### config.mk
export PLATFORM = sky130hd
export DESIGN_NAME = pad_seq_ctrl_flat
export DESIGN_NICKNAME = d
export VERILOG_FILES = /design/src/rtl/pad_seq_ctrl_pkg.sv /design/src/rtl/pad_seq_ctrl_if.sv /design/src/rtl/pad_key_enc.sv /design/src/rtl/pad_seq_ctrl.sv /design/src/flat_wrapper.sv
export SDC_FILE = /design/constraint.sdc
export NUM_CORES = 1
export LEC_CHECK = 0
export ABC_CLOCK_PERIOD_IN_PS = 2750
export BUFFER_PORTS_ARGS = -buffer_cell sky130_fd_sc_hd__buf_2
export CORE_UTILIZATION = 55
export CTS_CLUSTER_DIAMETER = 150
export CTS_CLUSTER_SIZE = 12
export DETAILED_ROUTE_END_ITERATION = 10
export GPL_TIMING_DRIVEN = 0
export PLACE_DENSITY = 0.8
export REMOVE_ABC_BUFFERS = 1
export SYNTH_ARGS = -nofsm -noshare
export SYNTH_HDL_FRONTEND = slang
export SYNTH_SLANG_ARGS = --single-unit
### constraint.sdc
create_clock -name CLK -period 2.75 [get_ports CLK]
set_input_delay 0.55 -clock CLK [delete_from_list [all_inputs] [get_ports CLK]]
set_output_delay 0.55 -clock CLK [all_outputs]
set_load 0.005 [all_outputs]
### src/rtl/pad_seq_ctrl_pkg.sv
// Shared types and sizing for the pad record/playback sequencer.
// No logic of its own beyond address helpers; no timing or backpressure implications.
package pad_seq_ctrl_pkg;

  localparam int ADDR_W    = 12;
  localparam int CODE_W    = 4;
  localparam int KEY_W     = 12;
  localparam int MEM_DEPTH = 4096;
  localparam int LEN_W     = ADDR_W + 1;

  localparam logic [ADDR_W-1:0] ADDR_MAX = ADDR_W'(MEM_DEPTH - 1);

  typedef enum logic [1:0] {
    MODE_IDLE  = 2'b00,
    MODE_REC   = 2'b01,
    MODE_PLAY  = 2'b10,
    MODE_ERASE = 2'b11
  } mode_t;

  typedef enum logic [2:0] {
    ST_IDLE     = 3'd0,
    ST_REC      = 3'd1,
    ST_PLAY_RD  = 3'd2,
    ST_PLAY_LAT = 3'd3,
    ST_ERASE    = 3'd4
  } state_t;

  // Playback loops back to address 0 once the recorded length is reached.
  function automatic logic [ADDR_W-1:0] next_play_addr(input logic [ADDR_W-1:0] addr,
                                                       input logic [LEN_W-1:0]  rec_len);
    logic [LEN_W-1:0] nxt;
    nxt = {1'b0, addr} + LEN_W'(1);
    return (nxt == rec_len) ? '0 : nxt[ADDR_W-1:0];
  endfunction

endpackage

### src/rtl/pad_seq_ctrl_if.sv
// Pad, mode and memory-bus signals of the sequencer; slave = sequencer, master = pad/memory side.
// Pure wiring: no latency, no backpressure (memory answers reads in the CE cycle).
interface pad_seq_ctrl_if;
  import pad_seq_ctrl_pkg::*;

  logic [KEY_W-1:0]  Key;
  logic [1:0]        Mode;
  logic              Tick;
  logic [CODE_W-1:0] Din;
  logic [ADDR_W-1:0] Accout;
  logic              CE;
  logic              RW;
  logic [CODE_W-1:0] Dout;
  logic [CODE_W-1:0] Code;
  logic              Busy;
  logic              Full;
  logic [LEN_W-1:0]  RecLen;

  modport master (
    output Key, Mode, Tick, Din,
    input  Accout, CE, RW, Dout, Code, Busy, Full, RecLen
  );

  modport slave (
    input  Key, Mode, Tick, Din,
    output Accout, CE, RW, Dout, Code, Busy, Full, RecLen
  );

endinterface

### src/rtl/pad_key_enc.sv
// Priority encoder for the 12 pad buttons: lowest set bit wins, code = index + 1, none = 0.
// Purely combinational, zero latency; no backpressure.
module pad_key_enc
  import pad_seq_ctrl_pkg::*;
(
  input  logic [KEY_W-1:0]  key,
  output logic [CODE_W-1:0] code
);

  always_comb begin
    code = '0;
    for (int i = KEY_W - 1; i >= 0; i--) begin
      if (key[i]) code = CODE_W'(i + 1);
    end
  end

endmodule

### src/rtl/pad_seq_ctrl.sv
// Record/play/erase sequencer for the note pad: one-cycle memory strobes, read data registered into Code.
// Latency: write/read strobe one cycle after Tick, play Code one cycle after the read strobe; Ticks during an access are dropped.
module pad_seq_ctrl
  import pad_seq_ctrl_pkg::*;
(
  input logic           CLK,
  input logic           RST,
  pad_seq_ctrl_if.slave bus
);

  state_t            state;
  mode_t             mode;
  logic [CODE_W-1:0] key_code;
  logic [ADDR_W-1:0] accout;
  logic              ce;
  logic              rw;
  logic [CODE_W-1:0] dout;
  logic [CODE_W-1:0] code;
  logic              busy;
  logic              full;
  logic [LEN_W-1:0]  rec_len;

  assign mode = mode_t'(bus.Mode);

  pad_key_enc u_key_enc (
    .key  (bus.Key),
    .code (key_code)
  );

  always_ff @(posedge CLK or posedge RST) begin
    if (RST) begin
      state   <= ST_IDLE;
      accout  <= '0;
      ce      <= 1'b0;
      rw      <= 1'b1;
      dout    <= '0;
      code    <= '0;
      busy    <= 1'b0;
      full    <= 1'b0;
      rec_len <= '0;
    end else begin
      case (state)
        ST_IDLE: begin
          ce   <= 1'b0;
          rw   <= 1'b1;
          dout <= '0;
          code <= key_code;
          case (mode)
            MODE_REC: begin
              state  <= ST_REC;
              accout <= '0;
            end
            MODE_PLAY: begin
              state  <= ST_PLAY_RD;
              accout <= '0;
            end
            MODE_ERASE: begin
              state  <= ST_ERASE;
              accout <= '0;
              ce     <= 1'b1;
              rw     <= 1'b0;
              busy   <= 1'b1;
            end
            default: ;
          endcase
        end

        ST_REC: begin
          code <= key_code;
          if (ce) begin
            // Write strobe finishing: count it, then advance unless memory is exhausted.
            ce      <= 1'b0;
            rw      <= 1'b1;
            dout    <= '0;
            rec_len <= {1'b0, accout} + LEN_W'(1);
            if (accout == ADDR_MAX) full <= 1'b1;
            else                    accout <= accout + ADDR_W'(1);
          end else if (mode != MODE_REC) begin
            rec_len <= full ? LEN_W'(MEM_DEPTH) : {1'b0, accout};
            state   <= ST_IDLE;
          end else if (bus.Tick && !full) begin
            ce   <= 1'b1;
            rw   <= 1'b0;
            dout <= key_code;
          end
        end

        ST_PLAY_RD: begin
          if (mode != MODE_PLAY) begin
            state <= ST_IDLE;
          end else if (rec_len == '0) begin
            code <= '0;
          end else if (bus.Tick) begin
            ce    <= 1'b1;
            rw    <= 1'b1;
            state <= ST_PLAY_LAT;
          end
        end

        ST_PLAY_LAT: begin
          ce     <= 1'b0;
          code   <= bus.Din;
          accout <= next_play_addr(accout, rec_len);
          state  <= ST_PLAY_RD;
        end

        ST_ERASE: begin
          // Mode is deliberately ignored here so a sweep always covers the whole array.
          code <= '0;
          if (accout == ADDR_MAX) begin
            ce      <= 1'b0;
            rw      <= 1'b1;
            busy    <= 1'b0;
            full    <= 1'b0;
            rec_len <= '0;
            state   <= ST_IDLE;
          end else begin
            accout <= accout + ADDR_W'(1);
          end
        end

        default: begin
          state <= ST_IDLE;
          ce    <= 1'b0;
          rw    <= 1'b1;
          dout  <= '0;
          busy  <= 1'b0;
        end
      endcase
    end
  end

  assign bus.Accout = accout;
  assign bus.CE     = ce;
  assign bus.RW     = rw;
  assign bus.Dout   = dout;
  assign bus.Code   = code;
  assign bus.Busy   = busy;
  assign bus.Full   = full;
  assign bus.RecLen = rec_len;

endmodule

### src/flat_wrapper.sv
// flat-port wrapper written by rule: the top's interface ports become plain ports
module pad_seq_ctrl_flat import pad_seq_ctrl_pkg::*;
  (CLK, RST, bus_Key, bus_Mode, bus_Tick, bus_Din, bus_Accout, bus_CE, bus_RW, bus_Dout, bus_Code, bus_Busy, bus_Full, bus_RecLen);
  pad_seq_ctrl_if bus_i ();
  input logic CLK;
  input logic RST;
  input wire logic [$bits(bus_i.Key)-1:0] bus_Key;
  input wire logic [$bits(bus_i.Mode)-1:0] bus_Mode;
  input wire logic [$bits(bus_i.Tick)-1:0] bus_Tick;
  input wire logic [$bits(bus_i.Din)-1:0] bus_Din;
  output wire logic [$bits(bus_i.Accout)-1:0] bus_Accout;
  output wire logic [$bits(bus_i.CE)-1:0] bus_CE;
  output wire logic [$bits(bus_i.RW)-1:0] bus_RW;
  output wire logic [$bits(bus_i.Dout)-1:0] bus_Dout;
  output wire logic [$bits(bus_i.Code)-1:0] bus_Code;
  output wire logic [$bits(bus_i.Busy)-1:0] bus_Busy;
  output wire logic [$bits(bus_i.Full)-1:0] bus_Full;
  output wire logic [$bits(bus_i.RecLen)-1:0] bus_RecLen;
  assign bus_i.Key = bus_Key;
  assign bus_i.Mode = bus_Mode;
  assign bus_i.Tick = bus_Tick;
  assign bus_i.Din = bus_Din;
  assign bus_Accout = bus_i.Accout;
  assign bus_CE = bus_i.CE;
  assign bus_RW = bus_i.RW;
  assign bus_Dout = bus_i.Dout;
  assign bus_Code = bus_i.Code;
  assign bus_Busy = bus_i.Busy;
  assign bus_Full = bus_i.Full;
  assign bus_RecLen = bus_i.RecLen;
  pad_seq_ctrl u_core (.CLK(CLK), .RST(RST), .bus(bus_i));
endmodule
==> results.toml, run 1 <==
[synthesis]
synthCells = 373
syn_avg_cell_area_sq_um = 8.00
synth_top_area_cell = "dfrtp_1"
ys_seq_area_frac = 0.336
netlist_top_cells_area = "dfrtp_1 33%, nand2_1 5.4%, o21ai_0 5.0%, nor3_1 4.7%, nor2_1 4.4%"
ys_seq_elements = 40
ys_types = 54
ys_top_cells_by_count = "43 x nand2_1, 39 x dfrtp_1, 35 x nor2_1"
yosysMostFrequentCell = "nand2_1"
synth_edf_count = 0
async_flop_share = 1.00
synth_flop_cell = "dfrtp_1"
syn_area_sq_um = 2980
synth_top_area_share = 0.327
yosys_warnings = 0

[critical_path]
cp.buffers_inverters = 0
critical_path_class = "reg -> reg"
endpoint = "u_core.bus.Accout[3]"
crit_path_start = "u_core.bus.Accout[4]"
cpPeakStageDelay_ns = 0.51
cpLargestDelayFamily = "simple AND/OR/NAND/NOR gates"
r2r-start = "u_core.bus.Accout[4]"
crit_fanout = 13
worst-r2r-setup-slack_ns = 0.08
reg2reg_to = "u_core.bus.Accout[3]"
cp-end-kind = "flop"
required_ns = 2.91
reg2reg_depth = 7
crit_path_start_kind = "flop"
critPathArrivalTime_ns = 2.83
cpMaxStageDelayCell = "dfrtp_2"
worstPathCellList = "nand4_4 > nor3_4 > mux2_2 > a2111oi_1 > nor3b_4 > and2_4 > nor3_1"
cp.depth = 7

[detailed_routing]
wl_per_cell_um = 17.0
dr.pass1.iters = 5
drtAntennaViolNets = 0
vias_per_cell = 6.39
drt_iter0_markers = 404
routed_wl_um = 8270
vias = 3112
drc = 0

[timing]
finalCritPeriodShare = 0.970
hold_violations = 0
finClkSkew_ns = 0.00633
layout_setup_ws_ns = 0.0819
rsz0062_at_grt = "false"
drv_slew = 0
slew_headroom = 0.432
clock.fmax_mhz = 375
finalCriticalPeriod_ns = 2.67
setup_viol = 0
worst_slew_pin_slew_ns = 0.851
hold_slack_ns = 0.417

[final_layout]
area_delta_synth_final_pct = 15.5
n_antenna_cell = 0
final_nets = 443
drive_gt1_frac = 0.247
utilization = 0.666
finalNonFillerCells = 487
fin_area_sq_um = 3450

[die]
fp.dieH_um = 75.7
die-area_sq_um = 5720
initial_core_util = 0.577
ios = 58
rows = 26
die_width_um = 75.7
core-area_sq_um = 5170

[placement]
dp.cells = 475
hpwlAfterDp_um = 5610
dpl_cell_area_sq_um = 3230
port_buffers = 57
finalWeightedCongestion = 0.979
place_ws_ns = -0.548

[clocking]
htreeDepth = 2
cts_tree = "done"
clk_pin_slew_worst_paths_ns = 0.08
clockBufferDepth = 2
cts_buffers = 5
root_buffer = "clkbuf_8"
cts_sinks = 40
hold_buffers = 0
insertion_delay_ns = 0.30

[grt]
grt_pass1_wl_um = 13200
antenna_found_initial = 0
gr-total-overflow = 0
grt_max_degree = 41
gr-usage-all-layers = 0.310
grt_pass1_vias = 2754

[run_status]
status = "completed"

[power_and_ir_drop]
ir_drop_uv = 481
p_per_area_nw_per_um2 = 736
leakage_nw = 1.59

[job]
drv_cap = 0

[hold_path]
hold_class = "in -> async"
cell type report:
class / instances / area [sq um]
multi-input combinational: 295 / 1890
fill: 449 / 1730
sequential: 40 / 1010
timing repair buffer: 61 / 315
tap: 70 / 87.6
clock buffer: 7 / 86.3
inverter: 13 / 48.8
clock inverter: 1 / 7.51
registers in the layout, indices dropped and copies added, names as in the netlist:
register and flops:
u_core.bus.Code 4, u_core.bus.CE 1, u_core.bus.Busy 1, u_core.bus.RecLen 13, u_core.state 3, u_core.bus.Full 1, u_core.bus.Dout 4, u_core.bus.Accout 12
u_core.bus.RW 1
where the power goes:
part / switching, W / internal [W] / total, W
clock network: 0.000220 / 0.000204 / 0.000424
logic: 0.000722 / 0.000449 / 0.00117
registers: 0.000237 / 0.000707 / 0.000944
total: 0.00118 / 0.00136 / 0.00254
layout by cell type (no fill, tap or decap), types with 4 or more instances in the layout:
cell and n:
inv_1 12, nand4_1 6, dfrtp_1 29, a22o_1 11
nand2b_1 5, ha_1 5, nor2b_1 5, o31ai_1 8
o21ai_0 30, xor2_1 11, buf_2 57, nand2_1 43
nor4_1 5, nor2_1 34, mux2i_1 4, xnor2_1 9
buf_4 4, clkbuf_8 6, a31oi_1 8, nor3_1 27
dfrtp_2 10, nand3_1 8, a21oi_1 18
worst reg2reg max path, delay by kind of cell, from the launching register on:
family,cells,cell delay [ns]
and+or+nand+nor,5,1.26
muxes,1,0.39
AOI/OAI and AO/OA,1,0.38
DFF,1,0.51
routing by layer:
metal,part of all wire,vias to the layer above,global-route usage
li1,-,1443,-
met1,0.44,1486,0.455
met2,0.45,171,0.459
met3,0.095,12,0.0450
met4,0.015,0,0.121
met5,0,-,0
logic make-up (layout without fill, tap and decap cells):
logic type               Yosys count  in the layout  synth area share
multiplexers                       6              6            0.0210
flip-flops                        40             40             0.336
buffers and inverters             38             82            0.0587
adder cells (fa/ha/maj)            6              6            0.0252
XOR/XNOR                          21             21            0.0616
AO/OA/AOI/OAI                    102            102             0.220
AND/OR/NAND/NOR                  160            160             0.278
stage by stage:
step	setup TNS [ns]	power [W]
5_1_grt	0	0.00270
2_1_floorplan	0	0.00160
6_report	0	0.00254
4_1_cts	0	0.00244
3_3_place_gp	-10.21	0.00195
3_5_place_dp	-9.64	0.00198
how the worst min path moves through the flow:
stage                        startpoint                 end  slack, ns  cells after the start
final                               RST  u_core.bus.Dout[0]       0.42                      2
after global routing      u_core.bus.RW       u_core.bus.RW       0.50                      2
after CTS                           RST  u_core.bus.Code[1]       0.46                      2
after detailed placement  u_core.bus.RW       u_core.bus.RW       0.46                      2
after global placement    u_core.bus.RW       u_core.bus.RW       0.46                      2
after floorplan           u_core.bus.RW       u_core.bus.RW       0.45                      2
timing repair:
item,CTS,global route
pin swaps,1,3
buffers inserted,1,3
resized for setup,16,12
gates cloned,0,0
endpoints found under the setup margin,25,25
(Power assumes the default switching activity.)
==> run 2: changes to the inputs <==
--- a/config.mk
+++ b/config.mk
@@ -5,15 +5,15 @@
 export SDC_FILE = /design/constraint.sdc
 export NUM_CORES = 1
 export LEC_CHECK = 0
-export ABC_CLOCK_PERIOD_IN_PS = 2750
-export BUFFER_PORTS_ARGS = -buffer_cell sky130_fd_sc_hd__buf_2
 export CORE_UTILIZATION = 55
 export CTS_CLUSTER_DIAMETER = 150
 export CTS_CLUSTER_SIZE = 12
 export DETAILED_ROUTE_END_ITERATION = 10
+export DONT_BUFFER_PORTS = 1
 export GPL_TIMING_DRIVEN = 0
-export PLACE_DENSITY = 0.8
+export PLACE_DENSITY = 0.7
 export REMOVE_ABC_BUFFERS = 1
+export SLEW_MARGIN = 20
 export SYNTH_ARGS = -nofsm -noshare
 export SYNTH_HDL_FRONTEND = slang
 export SYNTH_SLANG_ARGS = --single-unit
==> results.toml, run 2 (synthesis results as in run 1) <==
[critical_path]
cpMaxStageDelayCell = "dfrtp_2"
reg2reg_depth = 8
r2r-start = "u_core.bus.Accout[0]"
critPathArrivalTime_ns = 2.83
cpLargestDelayFamily = "simple AND/OR/NAND/NOR gates"
required_ns = 2.90
cp.buffers_inverters = 0
crit_fanout = 7
cp-end-kind = "flop"
crit_path_start = "u_core.bus.Accout[0]"
cp.depth = 8
crit_path_start_kind = "flop"
worstPathCellList = "ha_4 > xnor2_4 > o2111ai_1 > a2111o_1 > or4_4 > nor3b_4 > and2_4 > nor3_1"
critical_path_class = "reg -> reg"
cpPeakStageDelay_ns = 0.50

[power_and_ir_drop]
clkPwrFrac = 0.173
finalPower_w = 0.00246
switching_share = 0.468
p_switching_w = 0.00115
seqPwrFrac = 0.393
ir_drop_uv = 545
leakage_nw = 1.34
pwr-share-comb = 0.434
p_per_area_nw_per_um2 = 769
p_int_w = 0.00131

[die]
fp.dieH_um = 75.7
ios = 58
core-area_sq_um = 5170
die-area_sq_um = 5720
die_width_um = 75.7
rows = 26
initial_core_util = 0.577

[final_layout]
largest_reg_flops = 13
n_antenna_cell = 0
final_nets = 389
layout_commonest_cell = "nand2_1"
drive_gt1_frac = 0.127
n_fill_cell = 460
final_cell_mix = "43 x nand2_1, 35 x nor2_1, 30 x o21ai_0, 30 x dfrtp_1, 27 x nor3_1"
area_delta_synth_final_pct = 7.00

[detailed_routing]
drc = 0
dr.pass1.iters = 5
vias_per_cell = 6.43
wl_per_cell_um = 18.5
drtAntennaViolNets = 0
vias = 2783
drt_iter0_markers = 285
routed_wl_um = 8020

[run_status]
status = "completed"

[timing]
slew_headroom = 0.413
clock.fmax_mhz = 374
setup_viol = 0
finClkSkew_ns = 0.00939
worst_slew_pin_slew_ns = 0.877
finalCritPeriodShare = 0.973
layout_setup_ws_ns = 0.0745
hold_violations = 0
finalCriticalPeriod_ns = 2.68
drv_slew = 0

[grt]
grt_max_degree = 26
grt_pass1_wl_um = 12500
gr-usage-all-layers = 0.296
antenna_found_initial = 0
grt_pass1_vias = 2446
gr-total-overflow = 0

[job]
drv_cap = 0

[clocking]
cts_tree = "done"
root_buffer = "clkbuf_8"
insertion_delay_ns = 0.30
cts_sinks = 40
hold_buffers = 0
clockBufferDepth = 2
cts_buffers = 5
htreeDepth = 2
clk_pin_slew_worst_paths_ns = 0.09

[placement]
port_buffers = 0
hpwlAfterDp_um = 5540
finalWeightedCongestion = 0.895
place_ws_ns = -0.643

[hold_path]
hold_class = "in -> async"
[run 2: cell types whose count changed in the layout (fill, tap and decap cells not counted), sizes merged]
cell / previous run / this run
buf: 61 / 7
[run 2: worst paths after layout]
check                                        to  slack (ns)
min                        u_core.bus.RecLen[9]        0.10
max reg2reg                u_core.bus.Accout[3]        0.07
max in group asynchronous         u_core.bus.RW        2.12
min in group CLK             u_core.bus.Code[0]        0.40
max                        u_core.bus.Accout[3]        0.07
min reg2reg                       u_core.bus.RW        0.48
[run 2: metal layers]
| layer | up-vias | wire length [um] | track usage |
|---|---|---|---|
| li1 | 1329 | - | - |
| met1 | 1312 | 3540 | 0.406 |
| met2 | 128 | 3690 | 0.466 |
| met3 | 14 | 663 | 0.0728 |
| met4 | 0 | 131 | 0.0844 |
| met5 | - | 0 | 0 |
[run 2: what timing repair did]
item                       in CTS  in global routing
setup endpoints to repair      25                 24
pin swaps                       3                  3
gates cloned                    0                  0
setup buffers                   2                  4
gates resized for setup        16                  8
[run 2: cell type report]
cell class	count	area, sq um	share of cell area
multi-input cells	295	1890	0.591
flip-flops and latches	40	1010	0.317
well taps	70	87.6	0.0274
clock buffers	7	86.3	0.0270
repair buffers	7	61.3	0.0192
inverters	13	48.8	0.0153
clock inverters	1	7.51	0.00235
[run 2: power groups by stage]
stage                     combinational, W  clock, W  sequential, W
after floorplan                   0.000714         0       0.000881
after global placement            0.000914         0       0.000954
after detailed placement          0.000942         0       0.000956
after CTS                         0.000997  0.000430       0.000947
after global routing               0.00117  0.000445       0.000993
final                              0.00107  0.000425       0.000964
[run 2: stage by stage]
step                setup TNS [ns]  cell area (sq um)  cells   util  hold slack, ns
floorplan                        0               2860    348      -           0.454
global placement            -10.26               2950    418  0.569           0.469
detailed placement           -8.26               2970    419  0.574           0.431
CTS                              0               3130    429  0.605           0.105
global route                -0.115               3190    433  0.617           0.129
finish                           0               3190    433  0.617           0.101
